[src/rtl/pdu_pkg.sv]
// Shared constants for the hex keypad entry path: key codes, debounce FSM
// state encodings and the key-code to action decode.
package pdu_pkg;

    localparam logic [4:0] KEY_BKSP  = 5'd16;
    localparam logic [4:0] KEY_CLR   = 5'd17;
    localparam logic [4:0] KEY_ENTER = 5'd18;

    localparam logic [0:0] ST_IDLE     = 1'b0;
    localparam logic [0:0] ST_WAIT_REL = 1'b1;

    typedef enum logic [2:0] {
        ACT_NONE,
        ACT_DIGIT,
        ACT_BKSP,
        ACT_CLR,
        ACT_ENTER
    } action_e;

    // Codes 19..31 fall through to ACT_NONE: consumed as a press, no effect.
    function automatic action_e decode_action(input logic [4:0] code);
        action_e act;
        act = ACT_NONE;
        if (!code[4])               act = ACT_DIGIT;
        else if (code == KEY_BKSP)  act = ACT_BKSP;
        else if (code == KEY_CLR)   act = ACT_CLR;
        else if (code == KEY_ENTER) act = ACT_ENTER;
        return act;
    endfunction

endpackage

[src/rtl/key_debounce.sv]
// Debounces the raw key level and emits a single press pulse per recognised
// press; the pulse is combinational so the action lands on the accepting edge.
//
//   state       | meaning
//   ------------+------------------------------------------------------
//   ST_IDLE     | waiting for DEB_CYCLES consecutive key_press=1 samples
//   ST_WAIT_REL | press accepted, waiting for DEB_CYCLES consecutive 0s
module key_debounce
    import pdu_pkg::*;
#(
    parameter int DEB_CYCLES = 4
) (
    input  logic clkd,
    input  logic rstn,
    input  logic key_press,
    output logic press_pulse
);

    localparam logic [3:0] CNT_LAST = 4'(DEB_CYCLES - 1);

    logic [0:0] state_q, state_d;
    logic [3:0] cnt_q, cnt_d;

    always_comb begin
        state_d     = state_q;
        cnt_d       = cnt_q;
        press_pulse = 1'b0;
        case (state_q)
            ST_IDLE: begin
                if (key_press) begin
                    if (cnt_q == CNT_LAST) begin
                        press_pulse = 1'b1;
                        state_d     = ST_WAIT_REL;
                        cnt_d       = 4'd0;
                    end else begin
                        cnt_d = cnt_q + 4'd1;
                    end
                end else begin
                    cnt_d = 4'd0;
                end
            end
            ST_WAIT_REL: begin
                if (!key_press) begin
                    if (cnt_q == CNT_LAST) begin
                        state_d = ST_IDLE;
                        cnt_d   = 4'd0;
                    end else begin
                        cnt_d = cnt_q + 4'd1;
                    end
                end else begin
                    cnt_d = 4'd0;
                end
            end
            default: begin
                state_d = ST_IDLE;
                cnt_d   = 4'd0;
            end
        endcase
    end

    always_ff @(posedge clkd or negedge rstn) begin
        if (!rstn) begin
            state_q <= ST_IDLE;
            cnt_q   <= 4'd0;
        end else begin
            state_q <= state_d;
            cnt_q   <= cnt_d;
        end
    end

endmodule

[src/rtl/hex_entry_buffer.sv]
// Hex keypad entry buffer: applies one action per debounced press and hands
// the committed value to a consumer through a valid/ready register.
module hex_entry_buffer
    import pdu_pkg::*;
#(
    parameter int DEB_CYCLES = 4,
    parameter int MAX_DIGITS = 8
) (
    input  logic        clkd,
    input  logic        rstn,
    input  logic        key_press,
    input  logic [4:0]  key_code,
    output logic [31:0] disp_word,
    output logic [3:0]  digit_cnt,
    output logic        full,
    output logic [31:0] data,
    output logic        data_valid,
    input  logic        data_ready
);

    localparam logic [3:0] MAX_CNT = 4'(MAX_DIGITS);

    logic        press_pulse;
    logic [31:0] buffer_q, buffer_d;
    logic [3:0]  digit_cnt_q, digit_cnt_d;
    logic [31:0] data_q, data_d;
    logic        data_valid_q, data_valid_d;

    key_debounce #(
        .DEB_CYCLES (DEB_CYCLES)
    ) u_key_debounce (
        .clkd        (clkd),
        .rstn        (rstn),
        .key_press   (key_press),
        .press_pulse (press_pulse)
    );

    always_comb begin
        buffer_d     = buffer_q;
        digit_cnt_d  = digit_cnt_q;
        data_d       = data_q;
        data_valid_d = data_valid_q;

        if (data_valid_q && data_ready) data_valid_d = 1'b0;

        // An enter accepted on the consume edge reloads data and keeps valid high.
        if (press_pulse) begin
            case (decode_action(key_code))
                ACT_DIGIT: begin
                    if (digit_cnt_q < MAX_CNT) begin
                        buffer_d    = {buffer_q[27:0], key_code[3:0]};
                        digit_cnt_d = digit_cnt_q + 4'd1;
                    end
                end
                ACT_BKSP: begin
                    if (digit_cnt_q != 4'd0) begin
                        buffer_d    = {4'h0, buffer_q[31:4]};
                        digit_cnt_d = digit_cnt_q - 4'd1;
                    end
                end
                ACT_CLR: begin
                    buffer_d    = 32'd0;
                    digit_cnt_d = 4'd0;
                end
                ACT_ENTER: begin
                    if (!data_valid_q || data_ready) begin
                        data_d       = buffer_q;
                        data_valid_d = 1'b1;
                        buffer_d     = 32'd0;
                        digit_cnt_d  = 4'd0;
                    end
                end
                default: ;
            endcase
        end
    end

    always_ff @(posedge clkd or negedge rstn) begin
        if (!rstn) begin
            buffer_q     <= 32'd0;
            digit_cnt_q  <= 4'd0;
            data_q       <= 32'd0;
            data_valid_q <= 1'b0;
        end else begin
            buffer_q     <= buffer_d;
            digit_cnt_q  <= digit_cnt_d;
            data_q       <= data_d;
            data_valid_q <= data_valid_d;
        end
    end

    assign disp_word  = buffer_q;
    assign digit_cnt  = digit_cnt_q;
    assign full       = (digit_cnt_q == MAX_CNT);
    assign data       = data_q;
    assign data_valid = data_valid_q;

endmodule

[config.mk]
export PLATFORM = sky130hd
export DESIGN_NAME = hex_entry_buffer
export DESIGN_NICKNAME = d
export VERILOG_FILES = /design/src/rtl/pdu_pkg.sv /design/src/rtl/key_debounce.sv /design/src/rtl/hex_entry_buffer.sv
export SDC_FILE = /design/constraint.sdc
export NUM_CORES = 1
export LEC_CHECK = 0
export ABC_CLOCK_PERIOD_IN_PS = 2700
export BUFFER_PORTS_ARGS = -buffer_cell sky130_fd_sc_hd__buf_4
export CAP_MARGIN = 20
export CORE_ASPECT_RATIO = 0.9
export CORE_MARGIN = 4
export CORE_UTILIZATION = 46
export CTS_CLUSTER_DIAMETER = 80
export CTS_CLUSTER_SIZE = 16
export DETAILED_ROUTE_END_ITERATION = 7
export HOLD_SLACK_MARGIN = 0.08
export PLACE_DENSITY = 0.7
export SLEW_MARGIN = 20
export SYNTH_ARGS = -nofsm -noshare
export SYNTH_HDL_FRONTEND = slang
export SYNTH_SLANG_ARGS = --single-unit
[constraint.sdc]
create_clock -name clkd -period 2.7 [get_ports clkd]
set_input_delay 0.135 -clock clkd [delete_from_list [all_inputs] [get_ports clkd]]
set_output_delay 0.135 -clock clkd [all_outputs]
set_load 0.02 [all_outputs]
-- Word level (Yosys, flattened, before mapping)
Index checks and enable logic that the tools add are counted.
- bits in registers: 74
- bits in latches: 0
- bits in writable memories: 0
- ROM bits: 0
- word-level logic and storage cells: 57
- memories: 0
- $add $sub $neg: 3
- multiply operators: 0
- divide/modulo/power cells: 0
- $lt $le $gt $ge: 1
- equality and inequality tests: 12
- shifts and indexed selects: 0
- muxes and demuxes: 27
- bitwise logic cells: 1
- reductions and logical operators: 7
- operators by type and width (operator ; count):
    $pmux W32 S4 ; 1
    $mux W32 ; 3
    $mux W4 ; 6
    $pmux W4 S4 ; 1
    $eq A5 B5 Y1 const B ; 3
    $mux W3 ; 5
    $mux W1 ; 9
    $add A4 B1 Y4 const B ; 2
    $pmux W4 S2 ; 1
    $reduce_bool A4 Y1 ; 2
    $eq A3 B2 Y1 const B ; 2
    $ne A2 B2 Y1 const B ; 3
    $reduce_and A5 Y1 ; 1
    $eq A4 B2 Y1 const B ; 1
    $eq A4 B4 Y1 const B ; 1
    $lt A4 B4 Y1 const B ; 1
    $sub A4 B1 Y4 const B ; 1
    $eq A3 B1 Y1 const B ; 1
    $eq A3 B3 Y1 const B ; 1
    $reduce_and A3 Y1 ; 1
    $pmux W1 S2 ; 1
    $logic_and A1 B1 Y1 ; 1
    $logic_not A1 Y1 ; 1
    $logic_or A1 B1 Y1 ; 1
    $not A1 Y1 ; 1

-- Longest topological paths before layout
- depth after elaboration: 9
- depth in mapped cells: 9
- gate-level depth less buffers: 7

-- Modules after synthesis
Synthesis repeated with hierarchy kept, for this count alone.
- cell total of the unflattened synthesis: 257
- area, all modules: 3473.3 um^2
- modules (own cells, without submodules) (module ; instances ; cells each ; area an instance (um^2) ; sequential area each (um^2)):
    hex_entry_buffer ; 1 ; 238 ; 3234.4 ; 1726.7
    key_debounce ; 1 ; 19 ; 239.0 ; 125.1

-- Worst setup path after synthesis
Ideal clock, no wire load.
- path kind: input port to flip-flop
- from: in key_code[1]
- to: reg digit_cnt_q[3], in the netlist digit_cnt[3]
- arrival time: 2.338 ns
- data required time: 2.610 ns
- path slack: 0.272 ns
- stages: 9
- buffers on the path: 2
- cells stage by stage: buf_4 > or4b_1 > nor2_4 > buf_6 > ha_1 > a21oi_1 > a211oi_1 > or4_1 > o221ai_1
- longest elaborated chain between the ends: 9
- elaborated cells between the ends (all ways): 18
- ends and longest elaborated chain (what ; RTL line ; text):
    start: declaration ; hex_entry_buffer.sv:12 ; input logic [4:0] key_code,
    $eq A5 B5 Y1 ; pdu_pkg.sv:27 ; else if (code == KEY_ENTER) act = ACT_ENTER;
    $mux W3 ; pdu_pkg.sv:27 ;
    $mux W3 ; pdu_pkg.sv:26 ; else if (code == KEY_CLR) act = ACT_CLR;
    $mux W3 (*) ; pdu_pkg.sv:25 ; else if (code == KEY_BKSP) act = ACT_BKSP;
    $mux W3 (*) ; pdu_pkg.sv:24 ; if (!code[4]) act = ACT_DIGIT;
    $mux W3 (*) ; hex_entry_buffer.sv:47 ; if (press_pulse) begin
    $eq A3 B3 Y1, or another cell as far along ; hex_entry_buffer.sv:48 ; case (decode_action(key_code))
    $reduce_bool A4 Y1 (no source line) or $ne A2 B2 Y1 (tied branches) ; - ;
    $reduce_and A5 Y1 (no source line) ; - ;
    end signal: assignment ; hex_entry_buffer.sv:86 ; digit_cnt_q <= digit_cnt_d;
    end: declaration ; hex_entry_buffer.sv:25 ; logic [3:0] digit_cnt_q, digit_cnt_d;
Mark *: on every way between the ends. The rest lies on a longest branch, timed or not. The select of a mux whose other input is x is not followed.
A chain may end at the register's enable or synchronous reset.

-- Worst setup path after layout
- from: reg u_key_debounce.cnt_q[0]
- to: reg buffer_q[5], in the netlist disp_word[5]
- longest elaborated chain between the ends: 5
- ends and longest elaborated chain (what ; RTL line ; text):
    start: declaration ; key_debounce.sv:22 ; logic [3:0] cnt_q, cnt_d;
    start signal: assignment ; key_debounce.sv:67 ; cnt_q <= cnt_d;
    $eq A4 B2 Y1 ; key_debounce.sv:31 ; if (cnt_q == CNT_LAST) begin
    $mux W1 ; key_debounce.sv:31 ;
    $mux W1 ; key_debounce.sv:30 ; if (key_press) begin
    $mux W1 ; key_debounce.sv:28 ; case (state_q)
    $reduce_and A5 Y1 (no source line) ; - ;
    end signal: assignment ; hex_entry_buffer.sv:85 ; buffer_q <= buffer_d;
    end: declaration ; hex_entry_buffer.sv:24 ; logic [31:0] buffer_q, buffer_d;
No other way between the ends.

==> impl_metrics.toml <==
[worst_setup_path]
cp-start-kind = "flop"
critPathMaxFanout = 31
arrival_ps = 2420
crit_type = "flop to flop"
required_ps = 2920
endpoint_kind = "flop"

[route]
drtIter0Drc = 124
drc = 0
via_per_inst = 5.44
routed_wl_um = 7110
route.vias.total = 2350
dr.pass1.iters = 4
wl_per_cell_um = 16.5
postRouteAntennaNets = 0

[synthesis]
synth_top_flop_cell = "dfrtp_1"
netlist.top_cell.by_area = "dfrtp_1"
netlist_top_cells_area = "dfrtp_1 (54%), mux2_1 (14%), a22o_1 (6.3%)"
synth-edff-count = 0
yosys-top-cells-count = "dfrtp_1 (74), mux2_1 (43), a22o_1 (25)"
synth_top_area_share = 0.537
synthesis.area_um2 = 3450
ys_types = 38
yosysMostFrequentCell = "dfrtp_1"
ys.warnings.count = 0
async_flop_share = 1.00
synth_fp_nets = 263
ys_seq_area_frac = 0.537
netlist_instances = 250
syn_avg_cell_area_um2 = 13.8
synth_seq_cells = 74

[global_routing]
overflow = 0
grt_use_total = 0.164
antenna_found_initial = 0
grt_pass1_vias = 2348
grt_max_degree = 75
grt_pass1_wl_um = 11900

[sta]
finalWorstSetupSlack_ps = 496
fin_crit_ps = 2200
finalSetupTns_ps = 0
rsz0062_at_grt = "false"
finalCritPeriodShare = 0.816
finalMaxSlewViolations = 0
hold_viol_final = 0
worst_slew_margin_rel = 0.381
fmax_ghz = 0.454
tightest_slew_ps = 928
holdWs_ps = 129
skew_ps = 13.0
setup_violations = 0

[placement]
placed_area_um2 = 4110
gp_congestion = 0.736
portBuffers = 78
dp_slack_ps = 401
dp_hpwl_um = 4820

[clock_tree]
cts_made_buffers = 9
cts_buffer_depth = 2
insertion_delay_ps = 350
post-cts-setup-buffers = 0
cts_sinks = 74
cts.repair.resized = 0
cts_tree = "built"
htree_levels = 3
clk_root_buffer_cell = "clkbuf_8"
cts_hold_buf = 2
clk_pin_slew_worst_paths_ps = 70

[finish]
finalNetCount = 347
diodes = 0
area_growth_pct = 25.4
fin_area_um2 = 4330
drive_gt1_frac = 0.375

[power]
ir_drop_mv = 0.428
power_w = 0.00288
p_leak_nw = 2.25
powerDensity_nw_per_um2 = 666

[floorplanning]
rows = 29
start_util = 0.480
core_um2 = 7180
die_h_um = 90.2
ioPinCount = 79
dieArea_um2 = 8950
die_x_um = 99.3

[flow_run]
drv_cap = 0

[min_path]
hold_path.class = "input port to flop"

[status]
status = "finished clean"
final cells by class:
class / instances / area, µm²
inverter: 12 / 45.0
timing repair buffer: 85 / 668
clock inverter: 7 / 68.8
tap: 93 / 116
sequential: 74 / 1850
fill: 601 / 2860
clock buffer: 9 / 124
multi-input combinational: 152 / 1450
through the flow:
stage / instances / utilization
floorplan: 250 / -
global placement: 414 / 0.573
detailed placement: 414 / 0.573
CTS: 432 / 0.602
global route: 432 / 0.602
finish: 432 / 0.602
sequential cells by signal, summed over array words and instances (netlist names), named ones only:
register              flops
data                     32
data_valid                1
digit_cnt                 4
disp_word                32
u_key_debounce.cnt_q      4
kinds of logic (layout without fill, tap and decap cells):
family | after synthesis | count (layout) | share of synthesized area
simple gates | 34 | 34 | 0.0693
buf+inv | 24 | 113 | 0.0424
xor+xnor | 4 | 4 | 0.0102
fa+ha+maj | 4 | 4 | 0.0167
compound gates | 41 | 41 | 0.102
mux | 69 | 69 | 0.223
flops | 74 | 74 | 0.537
cell usage in the layout (no fill, tap or decap), types with 3 or more instances in the layout:
cell      Yosys  final
mux2_2       19     19
ha_1          3      3
inv_1        12     12
a21oi_1       5      5
clkbuf_8      0      9
dfrtp_1      74     74
a22o_1       25     25
nand3_1       3      3
nor2b_1       3      3
nor2_1        5      5
buf_4         5     81
mux2i_1       7      7
xor2_1        3      3
mux2_1       43     43
clkinv_2      0      3
nand2_1       7      7
metal layers:
layer | global-route usage | wire [µm] | vias up
met2 | 0.247 | 3200 | 73
met3 | 0.0642 | 512 | 4
met4 | 0.0307 | 40 | 0
met5 | 0 | 0 | -
li1 | - | - | 1081
met1 | 0.226 | 3350 | 1192
power breakdown:
part / switching (W) / leakage, nW / internal (W) / total (W)
Clock: 0.000419 / 0.0954 / 0.000425 / 0.000844
Sequential: 0.000140 / 0.996 / 0.00123 / 0.00138
Combinational: 0.000346 / 1.16 / 0.000314 / 0.000660
Total: 0.000906 / 2.25 / 0.00197 / 0.00288
critical path, stage by stage, from the launching register on:
cell and delay, ps:
dfrtp_1 380, ha_1 190, nor3b_4 290, o211ai_2 190, a221oi_4 400, buf_12 270, mux2_1 350
final timing paths:
path / startpoint / to / slack [ps] / depth (start not counted)
setup / recovery: u_key_debounce.cnt_q[0] / disp_word[5] / 500 / 6
min in group asynchronous: rstn / data[23] / 480 / 2
setup reg to reg: u_key_debounce.cnt_q[0] / disp_word[5] / 500 / 6
hold / removal: data_ready / data_valid / 130 / 3
hold reg to reg: u_key_debounce.cnt_q[0] / u_key_debounce.cnt_q[0] / 480 / 1
max in group asynchronous: rstn / disp_word[8] / 1620 / 2
Note: power is estimated with default switching activity, not from simulation.
